--- src/rtl/lsu_mem_ctrl.sv ---
// Load/store initiator between the MEM stage and a word-wide, big-endian data memory.
// Optional range check against MEM_BYTES is enabled by defining LSU_RANGE_CHECK_EN.
module lsu_mem_ctrl #(
  parameter int unsigned WORD      = 32,
  parameter int unsigned MEM_BYTES = 1000
) (
  input  logic            clk,
  input  logic            rst_n,
  input  logic            req_valid,
  output logic            req_ready,
  input  logic [3:0]      req_op,
  input  logic [WORD-1:0] req_addr,
  input  logic [WORD-1:0] req_wdata,
  output logic            resp_valid,
  output logic            resp_err,
  output logic [WORD-1:0] resp_rdata,
  output logic [WORD-1:0] mem_addr,
  output logic [WORD-1:0] mem_wdata,
  output logic            mem_read,
  output logic            mem_write,
  input  logic [WORD-1:0] mem_rdata
);

`ifdef LSU_RANGE_CHECK_EN
  localparam bit RangeCheck = 1'b1;
`else
  localparam bit RangeCheck = 1'b0;
`endif

  localparam logic [1:0] SzByte = 2'b00;
  localparam logic [1:0] SzHalf = 2'b01;
  localparam logic [1:0] SzWord = 2'b10;

  typedef enum logic [1:0] {StIdle, StRd, StWr, StDone} state_e;

  state_e          state_q, state_d;
  logic [3:0]      op_q, op_d;
  logic [1:0]      off_q, off_d;
  logic [WORD-1:0] wdata_q, wdata_d;

  logic            req_ready_q, resp_valid_q, resp_err_q, mem_read_q, mem_write_q;
  logic            resp_err_d;
  logic [WORD-1:0] resp_rdata_q, resp_rdata_d;
  logic [WORD-1:0] mem_addr_q, mem_addr_d;
  logic [WORD-1:0] mem_wdata_q, mem_wdata_d;

  logic            req_err, over_range;
  logic [WORD:0]   acc_bytes, req_end;
  logic [7:0]      rd_byte;
  logic [15:0]     rd_half;
  logic [WORD-1:0] load_val, merged;

  // Alignment first, then the optional end-of-memory check.
  always_comb begin
    unique case (req_op[1:0])
      SzByte:  acc_bytes = (WORD+1)'(1);
      SzHalf:  acc_bytes = (WORD+1)'(2);
      default: acc_bytes = (WORD+1)'(4);
    endcase
    req_end    = {1'b0, req_addr} + acc_bytes;
    over_range = req_end > (WORD+1)'(MEM_BYTES);
    unique case (req_op[1:0])
      SzByte:  req_err = 1'b0;
      SzHalf:  req_err = req_addr[0];
      SzWord:  req_err = |req_addr[1:0];
      default: req_err = 1'b1;
    endcase
    if (RangeCheck && over_range) req_err = 1'b1;
  end

  // Big-endian lanes: byte offset 0 is the most significant byte.
  always_comb begin
    unique case (off_q)
      2'd0:    rd_byte = mem_rdata[31:24];
      2'd1:    rd_byte = mem_rdata[23:16];
      2'd2:    rd_byte = mem_rdata[15:8];
      default: rd_byte = mem_rdata[7:0];
    endcase
    rd_half  = off_q[1] ? mem_rdata[15:0] : mem_rdata[31:16];
    load_val = mem_rdata;
    merged   = mem_rdata;
    if (op_q[1:0] == SzByte) begin
      load_val = op_q[2] ? {{(WORD-8){1'b0}}, rd_byte} : {{(WORD-8){rd_byte[7]}}, rd_byte};
      unique case (off_q)
        2'd0:    merged[31:24] = wdata_q[7:0];
        2'd1:    merged[23:16] = wdata_q[7:0];
        2'd2:    merged[15:8]  = wdata_q[7:0];
        default: merged[7:0]   = wdata_q[7:0];
      endcase
    end else if (op_q[1:0] == SzHalf) begin
      load_val = op_q[2] ? {{(WORD-16){1'b0}}, rd_half} : {{(WORD-16){rd_half[15]}}, rd_half};
      if (off_q[1]) merged[15:0] = wdata_q[15:0];
      else          merged[31:16] = wdata_q[15:0];
    end
  end

  always_comb begin
    state_d      = state_q;
    op_d         = op_q;
    off_d        = off_q;
    wdata_d      = wdata_q;
    mem_addr_d   = mem_addr_q;
    mem_wdata_d  = mem_wdata_q;
    resp_err_d   = 1'b0;
    resp_rdata_d = '0;
    unique case (state_q)
      StIdle: begin
        if (req_valid) begin
          op_d       = req_op;
          off_d      = req_addr[1:0];
          wdata_d    = req_wdata;
          mem_addr_d = {req_addr[WORD-1:2], 2'b00};
          if (req_err) begin
            state_d    = StDone;
            resp_err_d = 1'b1;
          end else if (req_op[3] && req_op[1:0] == SzWord) begin
            state_d     = StWr;
            mem_wdata_d = req_wdata;
          end else begin
            state_d = StRd;
          end
        end
      end
      StRd: begin
        if (op_q[3]) begin
          state_d     = StWr;
          mem_wdata_d = merged;
        end else begin
          state_d      = StDone;
          resp_rdata_d = load_val;
        end
      end
      StWr:    state_d = StDone;
      default: state_d = StIdle;
    endcase
  end

  // Strobes and handshakes are registered decodes of the next state.
  always_ff @(posedge clk) begin
    if (!rst_n) begin
      state_q      <= StIdle;
      op_q         <= '0;
      off_q        <= '0;
      wdata_q      <= '0;
      req_ready_q  <= 1'b1;
      resp_valid_q <= 1'b0;
      resp_err_q   <= 1'b0;
      resp_rdata_q <= '0;
      mem_addr_q   <= '0;
      mem_wdata_q  <= '0;
      mem_read_q   <= 1'b0;
      mem_write_q  <= 1'b0;
    end else begin
      state_q      <= state_d;
      op_q         <= op_d;
      off_q        <= off_d;
      wdata_q      <= wdata_d;
      req_ready_q  <= (state_d == StIdle);
      resp_valid_q <= (state_d == StDone);
      resp_err_q   <= resp_err_d;
      resp_rdata_q <= resp_rdata_d;
      mem_addr_q   <= mem_addr_d;
      mem_wdata_q  <= mem_wdata_d;
      mem_read_q   <= (state_d == StRd);
      mem_write_q  <= (state_d == StWr);
    end
  end

  assign req_ready  = req_ready_q;
  assign resp_valid = resp_valid_q;
  assign resp_err   = resp_err_q;
  assign resp_rdata = resp_rdata_q;
  assign mem_addr   = mem_addr_q;
  assign mem_wdata  = mem_wdata_q;
  assign mem_read   = mem_read_q;
  assign mem_write  = mem_write_q;

endmodule

--- config.mk ---
export PLATFORM = sky130hd
export DESIGN_NAME = lsu_mem_ctrl
export DESIGN_NICKNAME = d
export VERILOG_FILES = /design/src/rtl/lsu_mem_ctrl.sv
export SDC_FILE = /design/constraint.sdc
export NUM_CORES = 1
export LEC_CHECK = 0
export ABC_AREA = 0
export CAP_MARGIN = 20
export CORE_MARGIN = 1.5
export CORE_UTILIZATION = 40
export CTS_BUF_LIST = sky130_fd_sc_hd__clkbuf_2 sky130_fd_sc_hd__clkbuf_4 sky130_fd_sc_hd__clkbuf_8
export DETAILED_ROUTE_END_ITERATION = 7
export DONT_BUFFER_PORTS = 1
export HOLD_SLACK_MARGIN = 0.12
export PLACE_DENSITY_LB_ADDON = 0.2
export SETUP_SLACK_MARGIN = 0.02
export SYNTH_ARGS = -nofsm -noshare
export SYNTH_HDL_FRONTEND = slang
export SYNTH_SLANG_ARGS = --single-unit
--- constraint.sdc ---
create_clock -name clk -period 3.3 [get_ports clk]
set_clock_uncertainty 0.15 [all_clocks]
set_input_delay 0.99 -clock clk [delete_from_list [all_inputs] [get_ports clk]]
set_output_delay 0.99 -clock clk [all_outputs]
set_load 0.05 [all_outputs]
==> impl_metrics.xml <==
<?xml version="1.0" encoding="UTF-8"?>
<metrics>
  <group name="run_status">
    <metric name="status" unit="">completed</metric>
  </group>
  <group name="logic_synthesis">
    <metric name="synth_xor_area_share" unit="%">0</metric>
    <metric name="post-synth-top-area-cell" unit="">sky130_fd_sc_hd__dfxtp_1</metric>
    <metric name="synth.mux.area_fraction" unit="%">8.24</metric>
    <metric name="asyncSetResetFlopFracSynth" unit="%">0</metric>
    <metric name="synth_flop_cell" unit="">sky130_fd_sc_hd__dfxtp_1</metric>
    <metric name="post_synthesis_cell_count" unit="">707</metric>
    <metric name="synth-compound-area-share" unit="%">27.5</metric>
    <metric name="synth_simple_gate_area_share" unit="%">17.1</metric>
    <metric name="ys_top_cells_by_area" unit="">sky130_fd_sc_hd__dfxtp_1, sky130_fd_sc_hd__nand2_1, sky130_fd_sc_hd__a21boi_0</metric>
    <metric name="fraction_of_synthesized_cell_area_taken_by_the_top_area_cell_type" unit="%">41.2</metric>
    <metric name="synth-edff-count" unit="">0</metric>
    <metric name="yosys.cell_types.count" unit="">46</metric>
    <metric name="yosys_warnings" unit="">0</metric>
    <metric name="ys_ff_latch" unit="">123</metric>
    <metric name="synth_seq_area_share" unit="%">41.2</metric>
    <metric name="syn_avg_cell_area" unit="um2">8.46</metric>
    <metric name="post_synth_fa_ha_maj_area_fraction" unit="%">0.837</metric>
    <metric name="dominant_combinational_cell_family_by_area_after_synthesis" unit="">compound AO/OA/AOI/OAI gates</metric>
    <metric name="synthesis.area" unit="um2">5980</metric>
  </group>
  <group name="timing">
    <metric name="timing.final.ws_setup" unit="ns">0.740</metric>
    <metric name="finalSetupTns" unit="ns">0</metric>
    <metric name="timing.final.max_slew_violations" unit="">0</metric>
    <metric name="fmax" unit="MHz">391</metric>
    <metric name="timing.final.setup_violations" unit="">0</metric>
    <metric name="timing.slew.headroom" unit="%">36.6</metric>
    <metric name="hold_viol" unit="">0</metric>
    <metric name="worst_slew_pin_slew" unit="ns">0.944</metric>
    <metric name="finalCriticalPeriod" unit="ns">2.56</metric>
    <metric name="final_period_util" unit="%">77.6</metric>
    <metric name="grt_setup_unrepaired" unit="">no</metric>
  </group>
  <group name="placement">
    <metric name="detailed_place_hpwl" unit="mm">13.0</metric>
    <metric name="gp_routability_congestion" unit="">0.869</metric>
    <metric name="pre_cts_slack" unit="ns">0.292</metric>
    <metric name="buffer_ports.inserted" unit="">0</metric>
  </group>
  <group name="final_layout">
    <metric name="num-nets-final" unit="">787</metric>
    <metric name="n_diodes" unit="">0</metric>
    <metric name="syn2layout_area_growth" unit="%">8.98</metric>
    <metric name="final_layout_size_suffix_gt1_share" unit="%">10.2</metric>
    <metric name="n_fill_cell" unit="">1421</metric>
  </group>
  <group name="clock_network">
    <metric name="cts-root-to-sink-buffers" unit="">2</metric>
    <metric name="tritoncts" unit="">yes</metric>
    <metric name="clk-insertion-delay-late" unit="ns">0.44</metric>
    <metric name="post_cts.resized_instances" unit="">0</metric>
    <metric name="cts.reportedPaths.clkPinSlew" unit="ns">0.08</metric>
    <metric name="hold_fix_buffers_at_cts" unit="">0</metric>
    <metric name="cts_made_buffers" unit="">17</metric>
    <metric name="cts.sinks" unit="">123</metric>
    <metric name="h-tree-depth" unit="">4</metric>
    <metric name="clk_root_buf" unit="">sky130_fd_sc_hd__clkbuf_8</metric>
    <metric name="cts_post_setup_buffers_inserted" unit="">0</metric>
  </group>
  <group name="worst_setup_path">
    <metric name="crit_start" unit="">off_q[1]</metric>
    <metric name="worst_setup_path_end_kind" unit="">flop</metric>
    <metric name="setup.worst_path.start_class" unit="">flop</metric>
    <metric name="worstReg2RegStart" unit="">off_q[1]</metric>
    <metric name="setup.worst_path.class" unit="">flop to flop</metric>
    <metric name="cp.required" unit="ns">3.54</metric>
    <metric name="critical-path-max-stage-delay" unit="ns">0.66</metric>
    <metric name="critical_path.top_delay_family" unit="">compound AO/OA/AOI/OAI gates</metric>
    <metric name="path_cells" unit="">buf_4 -&gt; nand2b_1 -&gt; o32ai_1 -&gt; a211oi_1 -&gt; o311a_1</metric>
    <metric name="cpMaxStageDelayCell" unit="">sky130_fd_sc_hd__dfxtp_1</metric>
    <metric name="data_arrival_critical_path" unit="ns">2.80</metric>
    <metric name="timing.critical_path.fanout_max" unit="">15</metric>
    <metric name="critical_path.n_buffers_inverters" unit="">1</metric>
  </group>
  <group name="route">
    <metric name="detailroute.via_count" unit="">5132</metric>
    <metric name="drt_wl_total" unit="mm">18.4</metric>
    <metric name="postRouteAntennaNets" unit="">0</metric>
    <metric name="via_per_inst" unit="">5.85</metric>
    <metric name="drt_first_pass_iters" unit="">5</metric>
    <metric name="routed_wire_length_per_instance" unit="um">21.0</metric>
    <metric name="initialDrtViolationCount" unit="">256</metric>
    <metric name="route.detailed.drc" unit="">0</metric>
  </group>
  <group name="die">
    <metric name="boundaryPins" unit="">204</metric>
    <metric name="die_y" unit="um">125</metric>
    <metric name="design.die.area" unit="um2">15700</metric>
    <metric name="row_count" unit="">44</metric>
    <metric name="fp.dieW" unit="um">125</metric>
    <metric name="start_util" unit="%">41.0</metric>
    <metric name="core-area" unit="um2">14600</metric>
  </group>
  <group name="global_routing">
    <metric name="wire_length_of_the_first_global_routing_pass" unit="mm">28.6</metric>
    <metric name="grt_start_max_net_pins" unit="">106</metric>
    <metric name="initial_antenna_violation_count" unit="">1</metric>
    <metric name="grt_usage" unit="%">23.3</metric>
    <metric name="via_count_of_the_first_global_routing_pass" unit="">4952</metric>
    <metric name="grt.overflow.total" unit="">0</metric>
  </group>
  <group name="min_path">
    <metric name="worst_hold_path_type" unit="">flop to flop</metric>
    <metric name="worstHoldStart" unit="">wdata_q[15]</metric>
  </group>
  <group name="run">
    <metric name="cap_violations" unit="">0</metric>
  </group>
  <group name="power_and_ir_drop">
    <metric name="p_leak" unit="nW">2.42</metric>
    <metric name="peakVddDrop" unit="V">0.000417</metric>
    <metric name="cellPowerDensity" unit="nW/um2">900</metric>
  </group>
</metrics>
==> path summary, 6_finish.rpt <==
check / endpoint / slack (ns) / depth (start not counted)
worst max-delay path: mem_wdata[11] / 0.74 / 5
worst min register to register: wdata_q[15] / 0.35 / 2
worst min-delay path: wdata_q[15] / 0.35 / 2
worst max register to register: mem_wdata[11] / 0.74 / 5
==> metrics by stage <==
step | std cells | instance area [um2] | hold slack (ns) | utilization, % | total power [W]
6_report | 877 | 6520 | 0.348 | 44.7 | 0.00587
4_1_cts | 876 | 6510 | 0.344 | 44.6 | 0.00590
3_5_place_dp | 844 | 6080 | 0.333 | 41.7 | 0.00447
2_1_floorplan | 708 | 5980 | 0.297 | - | 0.00404
5_1_grt | 877 | 6520 | 0.371 | 44.7 | 0.00619
3_3_place_gp | 844 | 6080 | 0.328 | 41.7 | 0.00442
==> layout make-up <==
cell class | count | area (um2) | share of cell area, %
flip-flops and latches | 123 | 2460 | 37.8
inverters | 11 | 41.3 | 0.634
repair buffers | 16 | 133 | 2.04
clock buffers | 19 | 262 | 4.01
well taps | 184 | 230 | 3.53
clock inverters | 13 | 165 | 2.53
multi-input cells | 511 | 3220 | 49.5
==> Yosys cell counts, types with 16 or more instances <==
| master | number |
|---|---|
| sky130_fd_sc_hd__o21bai_1 | 16 |
| sky130_fd_sc_hd__o211ai_1 | 16 |
| sky130_fd_sc_hd__o311a_1 | 16 |
| sky130_fd_sc_hd__a211oi_1 | 17 |
| sky130_fd_sc_hd__clkbuf_1 | 52 |
| sky130_fd_sc_hd__nand2b_1 | 17 |
| sky130_fd_sc_hd__mux2i_1 | 29 |
| sky130_fd_sc_hd__nor2b_1 | 23 |
| sky130_fd_sc_hd__o21ai_0 | 50 |
| sky130_fd_sc_hd__nand2_1 | 159 |
| sky130_fd_sc_hd__a21boi_0 | 52 |
| sky130_fd_sc_hd__dfxtp_1 | 123 |
==> tightest hold or removal path, cell delays in order, from the launching register on <==
cell and delay (ns):
sky130_fd_sc_hd__dfxtp_1 0.34, sky130_fd_sc_hd__nand2_1 0.05, sky130_fd_sc_hd__a21boi_0 0.06
==> flip-flops by register name (all words and copies together), names as in the netlist <==
signal,cells
resp_rdata,32
mem_wdata,32
mem_write,1
off_q,2
op_q,4
resp_err,1
state_q,2
req_ready,1
mem_addr,30
mem_read,1
wdata_q,16
resp_valid,1
==> routing by layer <==
metal	vias up	track usage (%)	share of wire, %
met4	2	8.22	2.1
met3	33	9.58	9.8
met5	-	0	0.065
met2	231	36.6	47
li1	2456	-	-
met1	2410	28.9	41
==> placed cells by master (no fill, tap or decap), types with 5 or more instances in the layout <==
master	instances
sky130_fd_sc_hd__nor2_1	12
sky130_fd_sc_hd__a21boi_0	52
sky130_fd_sc_hd__inv_1	11
sky130_fd_sc_hd__nand2_1	158
sky130_fd_sc_hd__o32ai_1	14
sky130_fd_sc_hd__o311a_1	16
sky130_fd_sc_hd__o31ai_1	13
sky130_fd_sc_hd__nor3_1	5
sky130_fd_sc_hd__dfxtp_1	123
sky130_fd_sc_hd__nor2b_1	22
sky130_fd_sc_hd__mux2i_1	29
sky130_fd_sc_hd__o21bai_1	16
sky130_fd_sc_hd__a21oi_1	13
sky130_fd_sc_hd__nand2b_1	17
sky130_fd_sc_hd__mux2_2	12
sky130_fd_sc_hd__o21ai_0	50
sky130_fd_sc_hd__o221ai_1	5
sky130_fd_sc_hd__buf_4	15
sky130_fd_sc_hd__a211oi_1	17
sky130_fd_sc_hd__clkbuf_8	19
sky130_fd_sc_hd__o211ai_1	16
==> logic make-up after synthesis <==
family / count (synthesis)
multiplexers: 44
other: 1
buffers and inverters: 74
AND/OR/NAND/NOR: 231
flip-flops: 123
AO/OA/AOI/OAI: 230
adder cells (fa/ha/maj): 4
==> where the power goes <==
part / total, W / internal, W / switching (W)
sequential: 0.00286 / 0.00178 / 0.00108
clock: 0.00142 / 0.000792 / 0.000627
combinational: 0.00159 / 0.000588 / 0.000999
(Power assumes the default switching activity.)
==> variant 1 (same flow settings) <==
The parameter `WORD` goes from 32 to 64.
--- a/src/rtl/lsu_mem_ctrl.sv
+++ b/src/rtl/lsu_mem_ctrl.sv
@@ -1,7 +1,7 @@
 // Load/store initiator between the MEM stage and a word-wide, big-endian data memory.
 // Optional range check against MEM_BYTES is enabled by defining LSU_RANGE_CHECK_EN.
 module lsu_mem_ctrl #(
-  parameter int unsigned WORD      = 32,
+  parameter int unsigned WORD      = 64,
   parameter int unsigned MEM_BYTES = 1000
 ) (
   input  logic            clk,
Ports: changed (6 resized); port bits go from 204 to 396. The function was not compared with the original's and may differ.
==> variant 1 against the unedited design <==
  * Power is 88% higher
  * Utilization is 0.98 points higher
  * Critical path depth is 2 higher
  * Synthesized cell count is 59% higher
  * Setup slack worse by 110 ps
  * Area after synthesis is 56% higher
  * Design area is 59% higher
  * Largest power group unchanged
  * Die area is 54% higher
  * Combinational power is 71% higher
  * Sequential cell count is 96 higher
  * Routed wire length is 76% higher
  * Sequential share of layout area is 4.5 points higher
==> variant 1: results (changes against the unedited design) <==
| Metric | Value |
|---|---|
| Inverters | 8 (was 11) |
| Post-Syn Area per Cell | 8.27 um2 (was 8.46 um2) |
| Critical hold path startpoint | wdata_q[9]$_SDFFE_PN0P_ (was wdata_q[15]$_SDFFE_PN0P_) |
| Via Count | 8,146 (was 5,132) |
| Met2 Use GR | 42.8% (was 36.6%) |
| Area of the multi-input gates | 0.00444 mm2 (was 0.00322 mm2) |
| Area contributors post-synth | dfxtp_1, a21oi_1, nand2_1 (was dfxtp_1, nand2_1, a21boi_0) |
| Met2 WL | 15.6 mm (was 8.63 mm) |
| Status | finished, final reports clean (unchanged) |
| Non-clk buf share | 1.88% (was 2.04%) |
| Combinational share of power | 24.6% (was 27.1%) |
| FILL cells | 2,257 (was 1,421) |
| Antenna violations before repair | 4 (was 1) |
| Detailed router's first-iteration violation count | 745 (was 256) |
| H-tree depth | 2 (was 4) |
| CTS clk-pin slew, worst paths | 60 ps (was 80 ps) |
| Pwr Total | 11.0 mW (was 5.87 mW) |
| M1 wire length | 12.6 mm (was 7.58 mm) |
| First-pass GRT wire length | 47.4 mm (was 28.6 mm) |
| Clock latency on the worst-skew pair | 520 ps (was 440 ps) |
| Final min period | 2670 ps (was 2560 ps) |
| Synth top cells by count | nand2_1, dfxtp_1, a21oi_1 (was nand2_1, dfxtp_1, a21boi_0, clkbuf_1, o21ai_0) |
| Post-synthesis adder-cell area fraction | 0.538% (was 0.837%) |
| Clk cell area share | 9.12% (was 6.55%) |
| Plain + repair buffers | 21 (was 16) |
| Worst Path Max Fanout | 39 (was 15) |
| Switch Pwr | 4.99 mW (was 2.70 mW) |
| Clk pwr | 3.02 mW (was 1.42 mW) |
| Total GRT Usage | 25.7% (was 23.3%) |
| Post-synth cell types | 48 (was 46) |
| Wire per inst | 23.2 um (was 21.0 um) |
| Ant diodes | 3 (was 0) |
| Clock Path Buffers | 3 (was 2) |
| Mux cell area share after synthesis | 6.21% (was 8.24%) |
| Leak | 3.82 nW (was 2.42 nW) |
| Global-route met3 utilization | 8.66% (was 9.58%) |
| Multi-input comb cells | 792 (was 511) |
| # clock sinks | 219 (was 123) |
| Least-Margin Pin Slew | 872 ps (was 944 ps) |
| Final HPWL DP | 23.0 mm (was 13.0 mm) |
| Synth Area in Compound Gates | 23.1% (was 27.5%) |
| Setup WS pre-CTS | 487 ps (was 292 ps) |
| Max IR drop VDD | 560 uV (was 417 uV) |
| Seq/Total Area, Yosys | 47.1% (was 41.2%) |
| Area after DPL | 0.00941 mm2 (was 0.00608 mm2) |
[variant 1: changes by cell type in the layout (fill, tap and decap cells not counted), sizes merged, moves of 17 or more]
cell    before  now
a21boi      52    0
a211oi      17   34
a21oi       13  210
nor2        13   32
dfxtp      123  219
nand2      159  262
clkbuf      19   62
[variant 1: final timing paths]
check	cells after the start	to
max reg2reg	7	mem_wdata[60]$_SDFFE_PN0P_
min reg2reg	2	wdata_q[9]$_SDFFE_PN0P_
max	7	mem_wdata[60]$_SDFFE_PN0P_
min	2	wdata_q[9]$_SDFFE_PN0P_
[variant 1: through the flow]
step	utilization, %	cells	hold WS (ps)
2_1_floorplan	-	1126	281
3_3_place_gp	41.4	1325	291
3_5_place_dp	41.4	1325	293
4_1_cts	45.6	1395	300
5_1_grt	45.6	1398	314
6_report	45.6	1398	301
[variant 1: worst max-delay path, cell delays in order (launching register included)]
cell	delay, ps
dfxtp_1	340
inv_1	90
ha_2	450
inv_1	430
o32ai_4	280
buf_4	450
a21oi_1	130
a211oi_1	240
==> variant 2 (config.mk and constraints unchanged) <==
Made on the original files. The 4 states of `state_e` get a one-hot encoding in 4 bits.
--- a/src/rtl/lsu_mem_ctrl.sv
+++ b/src/rtl/lsu_mem_ctrl.sv
@@ -31,7 +31,7 @@
   localparam logic [1:0] SzHalf = 2'b01;
   localparam logic [1:0] SzWord = 2'b10;
 
-  typedef enum logic [1:0] {StIdle, StRd, StWr, StDone} state_e;
+  typedef enum logic [3:0] {StIdle = 4'b0001, StRd = 4'b0010, StWr = 4'b0100, StDone = 4'b1000} state_e;
 
   state_e          state_q, state_d;
   logic [3:0]      op_q, op_d;
Behaviour: no difference found for any inputs over 4 cycles, from zero or initial values and one cycle with rst_n low; so few cycles prove little.
==> variant 2 against the unedited design <==
  * Register-to-register slack better by 120 ps
  * Sequential cell count rose by 2
  * Area after synthesis fell by 4.1%
  * Routed wire length is 2.6% higher
  * Maximum frequency is 2.1% higher
  * Setup slack improved by 52 ps
  * Utilization about the same
  * Design area decreased by 4.6%
Power is not compared: it rests on default switching activity, and its combinational part moved more than twofold at a synthesized area within 25%.
==> variant 2: results (changes against the unedited design) <==
| Metric | Value |
|---|---|
| CTS resizes | 0 (unchanged) |
| Status | finished, final reports clean (unchanged) |
| Post-synth top area share | 43.6% (was 41.2%) |
| Ys async rst share | 0% (unchanged) |
| Antenna violations before repair | 2 (was 1) |
| Clock Path Buffers | 2 (unchanged) |
| Largest net degree at the start of global routing | 77 (was 106) |
| Area contributors post-synth | dfxtp_1, nand2_1, a21oi_1 (was dfxtp_1, nand2_1, a21boi_0) |
| Post-synthesis adder-cell area fraction | 0% (was 0.837%) |
| Vias per inst | 6.04 (was 5.85) |
| Post-Synth XOR/XNOR Area | 0.153% (was 0%) |
| Detailed router's first-iteration violation count | 431 (was 256) |
| Yosys Warn Count | 0 (unchanged) |
| Root Buffer | clkbuf_8 (unchanged) |
| Synth top cells by count | nand2_1, dfxtp_1, a21oi_1 (was nand2_1, dfxtp_1, a21boi_0, clkbuf_1, o21ai_0) |
| FILL cells | 1,409 (was 1,421) |
| Leak | 2.17 nW |
| Setup WS pre-CTS | 341 ps (was 292 ps) |
| Clock latency on the worst-skew pair | 450 ps |
| First-pass GRT wire length | 28.5 mm (was 28.6 mm) |
| Syn Inst Count | 711 (was 707) |
| Total GRT Usage | 25.3% (was 23.3%) |
| Seq/Total Area, Yosys | 43.6% (was 41.2%) |
| Mux cell area share after synthesis | 3.91% (was 8.24%) |
| Placed cells | 842 (was 844) |
| Layout cells sized above 1 | 12.6% (was 10.2%) |
| Wire per inst | 21.6 um (was 21.0 um) |
| Final wirelength | 18.9 mm (was 18.4 mm) |
| Max-slew headroom | 36.7% (was 36.6%) |
| Hold Path Class | reg2reg (unchanged) |
| 1st-pass router iterations | 5 (unchanged) |
| Vias in the first global route | 4,920 (was 4,952) |
| Max IR drop VDD | 285 uV |
| Switch Pwr | 1.02 mW |
| Postcts setup bufs | 0 (unchanged) |
| Final HPWL DP | 13.7 mm (was 13.0 mm) |
| Port Buffers | 0 (unchanged) |
| Synth Area in Compound Gates | 24.8% (was 27.5%) |
| RD Place Congestion | 0.894 (was 0.869) |
| CTS clk-pin slew, worst paths | 70 ps |
| Final net count | 785 (was 787) |
| Post-synth cell types | 49 (was 46) |
| Crit path DAT | 2700 ps (was 2800 ps) |
| Post-synth top flop | dfxtp_1 (unchanged) |
| Worst Path Max Fanout | 15 (unchanged) |
| H-tree depth | 4 (unchanged) |
## variant 2: cell types whose count changed in the layout (fill, tap and decap cells not counted), moves of 17 or more
cell,change
a31oi_1,+17
a21boi_0,-52
o21ai_0,-25
nor2b_1,-20
mux2i_1,-28
nand3_1,+27
a21oi_1,+88
## variant 2: final timing paths
path | from | endpoint | slack, ps | cells past startpoint
hold reg to reg | wdata_q[10]$_SDFFE_PN0P_ | wdata_q[10]$_SDFFE_PN0P_ | 330 | 2
setup / recovery | req_addr[1] | mem_wdata[16]$_SDFFE_PN0P_ | 790 | 4
setup reg to reg | off_q[1]$_SDFFE_PN0P_ | mem_wdata[14]$_SDFFE_PN0P_ | 860 | 4
hold / removal | wdata_q[10]$_SDFFE_PN0P_ | wdata_q[10]$_SDFFE_PN0P_ | 330 | 2
## variant 2: logic make-up after synthesis
group                     count (synthesis)
DFF                                     125
muxes                                    17
and+or+nand+nor                         261
buffers and inverters                    80
other                                     1
xor gates and xnor gates                  1
AOI/OAI and AO/OA                       226
## variant 2: final cells by class
| type | instances | share of cell area, % |
|---|---|---|
| diodes | 1 | 0.0402 |
| clock buffers | 23 | 4.69 |
| clock inverters | 7 | 1.45 |
| inverters | 10 | 0.604 |
| multi-input cells | 507 | 46.6 |
| flip-flops and latches | 125 | 40.2 |
| well taps | 180 | 3.62 |
| repair buffers | 21 | 2.74 |
## variant 2: metrics by stage
stage / total power [mW] / hold WS, ps / instance area (um2)
floorplan: 2.09 / 299 / 5740
global placement: 2.18 / 321 / 5810
detailed placement: 2.19 / 326 / 5810
CTS: 3.48 / 335 / 6200
global route: 3.61 / 351 / 6220
finish: 3.47 / 331 / 6220
## variant 2: worst max-delay path, cell delays in order
cell and delay, ps:
or3_1 430, or4_1 710, and3_1 300, o31a_1 270
## variant 2: power groups by stage
stage          Combinational (mW)  Clock [mW]  Sequential, mW
2_1_floorplan               0.338           0            1.75
3_3_place_gp                0.390           0            1.79
3_5_place_dp                0.399           0            1.79
4_1_cts                     0.400        1.32            1.75
5_1_grt                     0.454        1.40            1.76
6_report                    0.409        1.30            1.75
## variant 2: metal layers
layer	vias up	share of wire, %	global-route usage, %
met4	2	3.3	11.3
met2	276	44	37.6
met5	-	0.063	0
met1	2490	41	31.5
li1	2464	-	-
met3	49	11	11.3
